**src/rtl/decoder_pkg.sv**
```systemverilog
// Shared widths, FSM encoding and code-to-line helper for the sequential 3-to-8 decoder.
package decoder_pkg;
  localparam int CODE_W = 3;
  localparam int OUT_W  = 8;

  typedef enum logic [1:0] {IDLE, PULSE, GAP} state_t;

  function automatic logic [OUT_W-1:0] onehot(input logic [CODE_W-1:0] code);
    return OUT_W'(1) << code;
  endfunction
endpackage

```
**src/rtl/code_fifo.sv**
```systemverilog
// Synchronous FIFO, combinational head on dout; push ignored when full, pop ignored when empty.
// Pointers wrap naturally at DEPTH (power of 2); level tracks occupancy 0..DEPTH.
module code_fifo #(
  parameter int WIDTH = 3,
  parameter int DEPTH = 4,
  localparam int AW = $clog2(DEPTH),
  localparam int LW = $clog2(DEPTH + 1)
) (
  input  logic             clk,
  input  logic             rst,
  input  logic             push,
  input  logic             pop,
  input  logic [WIDTH-1:0] din,
  output logic [WIDTH-1:0] dout,
  output logic             full,
  output logic             empty,
  output logic [LW-1:0]    level
);
  logic [WIDTH-1:0] mem [DEPTH];
  logic [AW-1:0]    wr_ptr;
  logic [AW-1:0]    rd_ptr;
  logic             push_ok;
  logic             pop_ok;

  // Fullness is judged before any same-cycle pop, so a full FIFO refuses the push.
  assign push_ok = push && !full;
  assign pop_ok  = pop && !empty;
  assign full    = (level == LW'(DEPTH));
  assign empty   = (level == '0);
  assign dout    = mem[rd_ptr];

  always_ff @(posedge clk) begin
    if (push_ok) mem[wr_ptr] <= din;
  end

  always_ff @(posedge clk or posedge rst) begin
    if (rst) begin
      wr_ptr <= '0;
      rd_ptr <= '0;
      level  <= '0;
    end else begin
      if (push_ok) wr_ptr <= wr_ptr + AW'(1);
      if (pop_ok)  rd_ptr <= rd_ptr + AW'(1);
      case ({push_ok, pop_ok})
        2'b10:   level <= level + LW'(1);
        2'b01:   level <= level - LW'(1);
        default: level <= level;
      endcase
    end
  end
endmodule

```
**src/rtl/decoder_pulse.sv**
```systemverilog
// Buffers 3-bit codes and replays each as a PULSE_LEN-cycle one-hot on X, then GAP_LEN zero cycles and one IDLE cycle.
// First pulse appears one cycle after the pop edge; in_ready = !full, en only gates leaving IDLE.
module decoder_pulse
  import decoder_pkg::*;
#(
  parameter int PULSE_LEN  = 1,
  parameter int GAP_LEN    = 0,
  parameter int FIFO_DEPTH = 4,
  localparam int LW = $clog2(FIFO_DEPTH + 1)
) (
  input  logic              clk,
  input  logic              rst,
  input  logic              in_valid,
  input  logic [CODE_W-1:0] in_code,
  output logic              in_ready,
  input  logic              en,
  output logic [OUT_W-1:0]  X,
  output logic              busy,
  output logic              pulse_done,
  output logic [LW-1:0]     level
);
  localparam int MAXL = (PULSE_LEN > GAP_LEN) ? PULSE_LEN : GAP_LEN;
  localparam int CW   = (MAXL > 1) ? $clog2(MAXL) : 1;
  localparam logic [CW-1:0] PULSE_LOAD = CW'(PULSE_LEN - 1);
  localparam logic [CW-1:0] GAP_LOAD   = (GAP_LEN > 0) ? CW'(GAP_LEN - 1) : '0;

  state_t            state;
  state_t            state_d;
  logic [CW-1:0]     cnt;
  logic [CW-1:0]     cnt_d;
  logic [OUT_W-1:0]  x_d;
  logic              pop;
  logic              full;
  logic              empty;
  logic [CODE_W-1:0] head;

  code_fifo #(.WIDTH(CODE_W), .DEPTH(FIFO_DEPTH)) u_fifo (
    .clk   (clk),
    .rst   (rst),
    .push  (in_valid),
    .pop   (pop),
    .din   (in_code),
    .dout  (head),
    .full  (full),
    .empty (empty),
    .level (level)
  );

  assign in_ready = !full;

  always_ff @(posedge clk or posedge rst) begin
    if (rst) begin
      state <= IDLE;
      cnt   <= '0;
      X     <= '0;
    end else begin
      state <= state_d;
      cnt   <= cnt_d;
      X     <= x_d;
    end
  end

  always_comb begin
    state_d = state;
    cnt_d   = cnt;
    x_d     = X;
    pop     = 1'b0;
    case (state)
      IDLE: begin
        x_d = '0;
        if (en && !empty) begin
          pop     = 1'b1;
          x_d     = onehot(head);
          cnt_d   = PULSE_LOAD;
          state_d = PULSE;
        end
      end
      PULSE: begin
        if (cnt == '0) begin
          x_d = '0;
          if (GAP_LEN > 0) begin
            state_d = GAP;
            cnt_d   = GAP_LOAD;
          end else begin
            state_d = IDLE;
          end
        end else begin
          cnt_d = cnt - CW'(1);
        end
      end
      GAP: begin
        x_d = '0;
        if (cnt == '0) state_d = IDLE;
        else           cnt_d   = cnt - CW'(1);
      end
      default: begin
        state_d = IDLE;
        x_d     = '0;
      end
    endcase
  end

  always_comb begin
    busy       = (state != IDLE);
    pulse_done = (state == PULSE) && (cnt == '0);
  end
endmodule

```
**config.mk**
```make
export PLATFORM = sky130hd
export DESIGN_NAME = decoder_pulse
export DESIGN_NICKNAME = d
export VERILOG_FILES = /design/src/rtl/decoder_pkg.sv /design/src/rtl/code_fifo.sv /design/src/rtl/decoder_pulse.sv
export SDC_FILE = /design/constraint.sdc
export NUM_CORES = 1
export LEC_CHECK = 0
export CORE_ASPECT_RATIO = 0.9
export CORE_UTILIZATION = 45
export DETAILED_ROUTE_END_ITERATION = 8
export PLACE_DENSITY = 0.81
export SLEW_MARGIN = 10
export SYNTH_ARGS = -nofsm -noshare
export SYNTH_HDL_FRONTEND = slang
export SYNTH_SLANG_ARGS = --single-unit
export TNS_END_PERCENT = 50
```
**constraint.sdc**
```tcl
create_clock -name clk -period 2.55 [get_ports clk]
set_input_delay 0.51 -clock clk [delete_from_list [all_inputs] [get_ports clk]]
set_output_delay 0.51 -clock clk [all_outputs]
set_load 0.03 [all_outputs]
```
==> results of run 1 <==
[metrics by stage]
stage	cell area, um^2	util (%)	worst slack, ns	power, W
global placement	1410	57.3	0.172	0.00140
finish	1470	59.4	0.169	0.00169
CTS	1470	59.4	0.136	0.00172
floorplan	1190	-	0.141	0.00121
global route	1470	59.4	0.0760	0.00181
detailed placement	1410	57.3	0.137	0.00143
[metal layers]
metal  vias up  GRT usage, %
met5         -             0
met4         0          4.88
met3         4          6.70
met2        21          23.0
met1       309          16.4
li1        316             -
[flip-flops by register name, summed over array words and instances (netlist names)]
signal	flops
u_fifo.wr_ptr	2
u_fifo.mem	12
u_fifo.level	3
state	1
X	8
u_fifo.rd_ptr	2
[cells in the final DEF (no fill, tap or decap), types with 2 or more instances in the layout]
| master | n |
|---|---|
| clkdlybuf4s50_1 | 20 |
| dfrtp_1 | 16 |
| edfxtp_1 | 12 |
| nor2_1 | 8 |
| inv_1 | 7 |
| ha_1 | 5 |
| and3_1 | 4 |
| xor2_1 | 3 |
| xnor2_1 | 3 |
| clkbuf_4 | 3 |
| and2_1 | 2 |
| mux4_2 | 2 |
| nand2_1 | 2 |
| nand2b_1 | 2 |
| nand3_1 | 2 |
[critical path, delay by kind of cell (launching register included)]
| family | cells | cell delay, ns |
|---|---|---|
| buffers and inverters | 1 | 0.63 |
| flip-flops | 1 | 0.44 |
| AND/OR/NAND/NOR | 1 | 0.47 |
[power groups by stage]
stage | sequential, W | combinational, W | clock (W)
after floorplan | 0.000781 | 0.000431 | 0
after global placement | 0.000703 | 0.000701 | 0
after detailed placement | 0.000709 | 0.000718 | 0
after CTS | 0.000699 | 0.000726 | 0.000293
after global routing | 0.000718 | 0.000781 | 0.000313
final | 0.000694 | 0.000711 | 0.000282
[final timing paths]
| kind | start | end | slack [ns] | cells after the start |
|---|---|---|---|---|
| max | u_fifo.level[1] | in_ready | 0.17 | 2 |
| min | rst | u_fifo.level[0] | 0.52 | 2 |
| max reg2reg | u_fifo.level[1] | u_fifo.level[2] | 0.31 | 9 |
| max in group asynchronous | rst | X[1] | 1.66 | 2 |
| min in group clk | u_fifo.level[2] | u_fifo.level[2] | 0.54 | 1 |
| min reg2reg | u_fifo.level[2] | u_fifo.level[2] | 0.54 | 1 |
[cell type report]
cell class / instances / area, um^2 / area share (%)
flip-flops and latches: 28 / 761 / 51.9
multi-input cells: 44 / 383 / 26.1
inverters: 7 / 26.3 / 1.79
clock buffers: 3 / 22.5 / 1.54
well taps: 28 / 35.0 / 2.39
clock inverters: 1 / 30.0 / 2.05
repair buffers: 21 / 208 / 14.2
[cell families after synthesis]
kind of cell | after synthesis | synth area share [%]
multiplexers | 4 | 6.95
AO/OA/AOI/OAI | 1 | 0.421
adder cells (fa/ha/maj) | 6 | 6.95
AND/OR/NAND/NOR | 27 | 13.5
buffers and inverters | 9 | 3.79
flip-flops | 28 | 64.0
XOR/XNOR | 6 | 4.42
==> flow_summary_export.csv, run 1 <==
group,metric,value,unit
synth,synth_edf_count,12,
cells_and_area,syn_to_final_growth,23.3,%
clock_tree,cts_resized,0,
worst_setup_path,worstPathMaxFanout,6,
grt,antenna_found_initial,0,
clock_tree,cts_buffers,3,
timing,slew_viol_final,0,
power_and_ir_drop,peakVddDrop,663,uV
drt,routed.top_layer,"met4",
placed_design,place_inst,128,
timing,rsz0062_at_grt,"no",
timing,fin_crit_sh,93.4,%
worst_hold_path,hold_class,"in2async",
placed_design,dp_hpwl,1.35,mm
cells_and_area,fill_cells,197,
synth,syn_area,0.00119,mm^2
floorplan,die_area,0.00285,mm^2
drt,ant_nets,0,
cells_and_area,nNetsFinal,118,
clock_tree,ctsRootBufferMaster,"clkbuf_4",
floorplan,rows,17,
synth,syn_nets,94,
drt,first_iter_violations,11,
timing,timing.setup.tns,0,ns
cells_and_area,drive_above_1_share,10.6,%
synth,syn_area_per_cell,14.7,um^2
synth,yosysSeqAreaShare,64.0,%
synth,synth.area.top_cells,"dfrtp_1, edfxtp_1, ha_1, mux4_2, nor2_1",
synth,synth_most_common_cell,"dfrtp_1",
floorplan,start_util,48.2,%
clock_tree,cts.sinks,28,
clock_tree,clock_path_buffers,2,
power_and_ir_drop,p_seq_share,41.1,%
synth,synth-seq-cells,28,
clock_tree,cts_hold_buf,0,
timing,setup_viol,0,
timing,hold_viol,0,
clock_tree,postCtsSetupRepairBufs,0,
synth,synth_commonest_cells,"dfrtp_1, edfxtp_1, nor2_1",
cells_and_area,layoutNonFillerInstCount,132,
grt,grt_pass1_vias,664,
drt,vias_per_cell,4.92,
floorplan,die_w,56.2,um
clock_tree,clk_pin_slew,0.14,ns
worst_setup_path,crit_path_cell_trace,"or3b_1, clkdlybuf4s50_1",
flow_run,drv_cap,0,
synth,yosysUniqueCellTypes,26,
timing,maxSlewHeadroom,61.5,%
drt,finalWirelength,1.70,mm
worst_setup_path,start_kind,"flip-flop",
drt,drc_errors,0,
clock_tree,clk-insertion-delay-late,0.32,ns
worst_setup_path,cp.arrival,1.87,ns
placed_design,gp_congestion,0.693,
drt,first_pass_iters,3,
synth,ys_warn_count,0,
synth,ys.flop_type,"dfrtp_1",
grt,grt_pass1_wl,2.94,mm
floorplan,die_h,50.8,um
drt,routed-wl-met3,111,um
worst_setup_path,end_kind,"output port",
clock_tree,tritoncts,"done",
drt,m1WireLength,716,um
worst_setup_path,cp_slowest_cell,"clkdlybuf4s50_1",
floorplan,placeableCoreArea,0.00247,mm^2
synth,yosys.area.top_type,"dfrtp_1",
synth,synthArstFlopShare,57.1,%
timing,fmax,0.420,GHz
timing,tightest_slew,0.577,ns
drt,vias,650,
drt,routedWlPerCell,12.9,um
power_and_ir_drop,p_sw,0.000595,W
placed_design,port_buffers,20,
power_and_ir_drop,combPwrFrac,42.2,%
outcome,status,"completed",
power_and_ir_drop,p_leak,0.626,nW
power_and_ir_drop,p_sw_share,35.2,%
worst_setup_path,cp.required,2.04,ns
timing,clock_skew,0.00380,ns
worst_setup_path,crit_type,"reg2out",
grt,grtUsageTotal,14.1,%
timing,min_period,2.38,ns
timing,holdWs,0.521,ns
grt,grt_overflow_total,0,
power_and_ir_drop,p_int,0.00109,W
synth,synth_top_area_share,33.7,%
power_and_ir_drop,p_per_area,1150,mW/mm^2
grt,grt_max_degree,17,
floorplan,io_pins,21,
drt,wl_met2,851,um
clock_tree,htree_levels,1,
power_and_ir_drop,clkPwrFrac,16.7,%
synth,syn-instance-count,81,
worst_setup_path,max_stage_delay,0.63,ns
cells_and_area,insertedDiodeCount,0,
No activity file was read; power rests on OpenSTA's default activity.
==> run 2: changes to the inputs <==
--- a/config.mk
+++ b/config.mk
@@ -9,6 +9,7 @@
 export CORE_UTILIZATION = 45
 export DETAILED_ROUTE_END_ITERATION = 8
 export PLACE_DENSITY = 0.81
+export RECOVER_POWER = 25
 export SLEW_MARGIN = 10
 export SYNTH_ARGS = -nofsm -noshare
 export SYNTH_HDL_FRONTEND = slang
==> constraint.sdc (replaced) <==
create_clock -name clk -period 2.55 [get_ports clk]
set_input_delay 0.255 -clock clk [delete_from_list [all_inputs] [get_ports clk]]
set_output_delay 0.255 -clock clk [all_outputs]
set_load 0.05 [all_outputs]
==> run 2 against run 1 <==
Via count grew 2.3%. Count of clock-buffer cells in the layout grew 1. Routed wire length grew 1.0%. Non-clock buffer count is the same. Register-to-register slack gained 0.03 ns. Clock power shrank 35%. Largest cell class unchanged. Largest power group unchanged. Highest routed layer unchanged.
==> flow_summary_export.csv, run 2 (synthesis gave the netlist of run 1 again) <==
group,metric,value,unit
outcome,status,"completed",
worst_setup_path,path_buf_inv,2,
worst_setup_path,cp.required,2.81,ns
timing,rsz0062_at_grt,"no",
worst_setup_path,crit_type,"reg2reg",
timing,setup_viol,0,
drt,finalWirelength,1.72,mm
power_and_ir_drop,clkPwrFrac,10.7,%
cells_and_area,top_register,"u_fifo.mem",
timing,setup_slack,0.338,ns
worst_setup_path,crit_path_cell_trace,"or3b_4, and2_4, inv_1, ha_1, inv_1, fa_1, xor2_1, nor2_1, xor2_1",
placed_design,placed_cell_area,0.00142,mm^2
drt,vias_per_cell,5.04,
floorplan,die_h,50.8,um
grt,grt_pass1_vias,637,
timing,clock_skew,0.00276,ns
floorplan,die_area,0.00285,mm^2
power_and_ir_drop,p_leak,0.615,nW
clock_tree,clk_pin_slew,0.14,ns
clock_tree,cts_hold_buf,0,
cells_and_area,insertedDiodeCount,0,
worst_setup_path,worstPathMaxFanout,6,
grt,grt_max_degree,17,
worst_setup_path,start_kind,"flip-flop",
clock_tree,cts_buffers,3,
timing,fin_crit_sh,86.7,%
drt,vias,665,
placed_design,dp_hpwl,1.36,mm
drt,routedWlPerCell,13.0,um
timing,min_period,2.21,ns
grt,grtUsageTotal,14.1,%
floorplan,start_util,48.2,%
clock_tree,clock_path_buffers,2,
power_and_ir_drop,p_int,0.000999,W
grt,grt_overflow_total,0,
floorplan,io_pins,21,
clock_tree,ctsRootBufferMaster,"clkbuf_4",
clock_tree,cts_resized,0,
timing,tightest_slew,0.603,ns
floorplan,die_w,56.2,um
worst_setup_path,crit_family,"simple AND/OR/NAND/NOR gates",
timing,fmax,0.452,GHz
timing,maxSlewHeadroom,59.8,%
worst_setup_path,end_kind,"flip-flop",
cells_and_area,nNetsFinal,118,
cells_and_area,syn_to_final_growth,21.3,%
timing,hold_viol,0,
cells_and_area,final_cell_mix,"dfrtp_1, clkdlybuf4s50_1, edfxtp_1",
placed_design,gp_congestion,0.737,
clock_tree,clk-insertion-delay-late,0.32,ns
grt,antenna_found_initial,0,
worst_setup_path,r2r_slack,0.34,ns
cells_and_area,largest_reg_flops,12,
placed_design,pre_cts_ws,0.322,ns
power_and_ir_drop,combPwrFrac,48.3,%
power_and_ir_drop,p_per_area,1180,mW/mm^2
worst_setup_path,setup.worst_path.start,"u_fifo.level[1]",
timing,slew_viol_final,0,
drt,ant_nets,0,
worst_hold_path,hold_class,"in2async",
clock_tree,htree_levels,1,
floorplan,placeableCoreArea,0.00247,mm^2
power_and_ir_drop,p_sw,0.000695,W
cells_and_area,fin_area,0.00144,mm^2
drt,drc_errors,0,
cells_and_area,top_regs,"u_fifo.mem (12), X (8), u_fifo.level (3)",
drt,first_pass_iters,4,
placed_design,port_buffers,20,
grt,grt_pass1_wl,2.94,mm
floorplan,rows,17,
clock_tree,cts.sinks,28,
power_and_ir_drop,p_sw_share,41.0,%
worst_setup_path,r2r-start,"u_fifo.level[1]",
worst_setup_path,max_stage_delay,0.44,ns
cells_and_area,drive_above_1_share,10.6,%
clock_tree,tritoncts,"done",
power_and_ir_drop,p_seq_share,40.9,%
worst_setup_path,cp.arrival,2.47,ns
power_and_ir_drop,peakVddDrop,762,uV
drt,first_iter_violations,6,
timing,timing.setup.tns,0,ns
flow_run,drv_cap,0,
worst_setup_path,cp_slowest_cell,"dfrtp_1",
clock_tree,postCtsSetupRepairBufs,0,
## run 2: area by class of cell
cell class	count	area, um^2
Timing Repair Buffer	21	208
Multi-Input combinational cell	44	385
Tap cell	28	35.0
Clock buffer	4	26.3
Fill cell	195	1030
Sequential cell	28	761
Inverter	7	26.3
## run 2: worst paths after layout
kind                       cells after the start                to
setup / recovery                               9   u_fifo.level[2]
max in group asynchronous                      2   u_fifo.level[0]
setup reg to reg                               9   u_fifo.level[2]
min in group clk                               1   u_fifo.level[2]
hold reg to reg                                1   u_fifo.level[2]
hold / removal                                 2  u_fifo.wr_ptr[0]
## run 2: metal layers
layer	vias to the layer above	global-route usage [%]	wire length, um	part of all wire [%]
li1	319	-	-	-
met4	0	3.66	10	0.58
met5	-	0	0	0
met1	325	17.6	783	46
met2	19	22.6	837	49
met3	2	5.93	88	5.1
## run 2: metrics by stage
stage / instances / hold WS, ns / util (%) / total power, W
final: 132 / 0.422 / 58.4 / 0.00169
after global routing: 132 / 0.470 / 58.4 / 0.00182
after detailed placement: 128 / 0.512 / 57.4 / 0.00153
after global placement: 128 / 0.513 / 57.4 / 0.00151
after floorplan: 81 / 0.169 / - / 0.00132
after CTS: 132 / 0.302 / 58.4 / 0.00171
## run 2: power by group through the flow
stage	combinational, W	clock, W	sequential, W
finish	0.000818	0.000182	0.000694
global route	0.000896	0.000209	0.000711
CTS	0.000826	0.000190	0.000698
detailed placement	0.000827	0	0.000707
global placement	0.000812	0	0.000698
floorplan	0.000457	0	0.000862
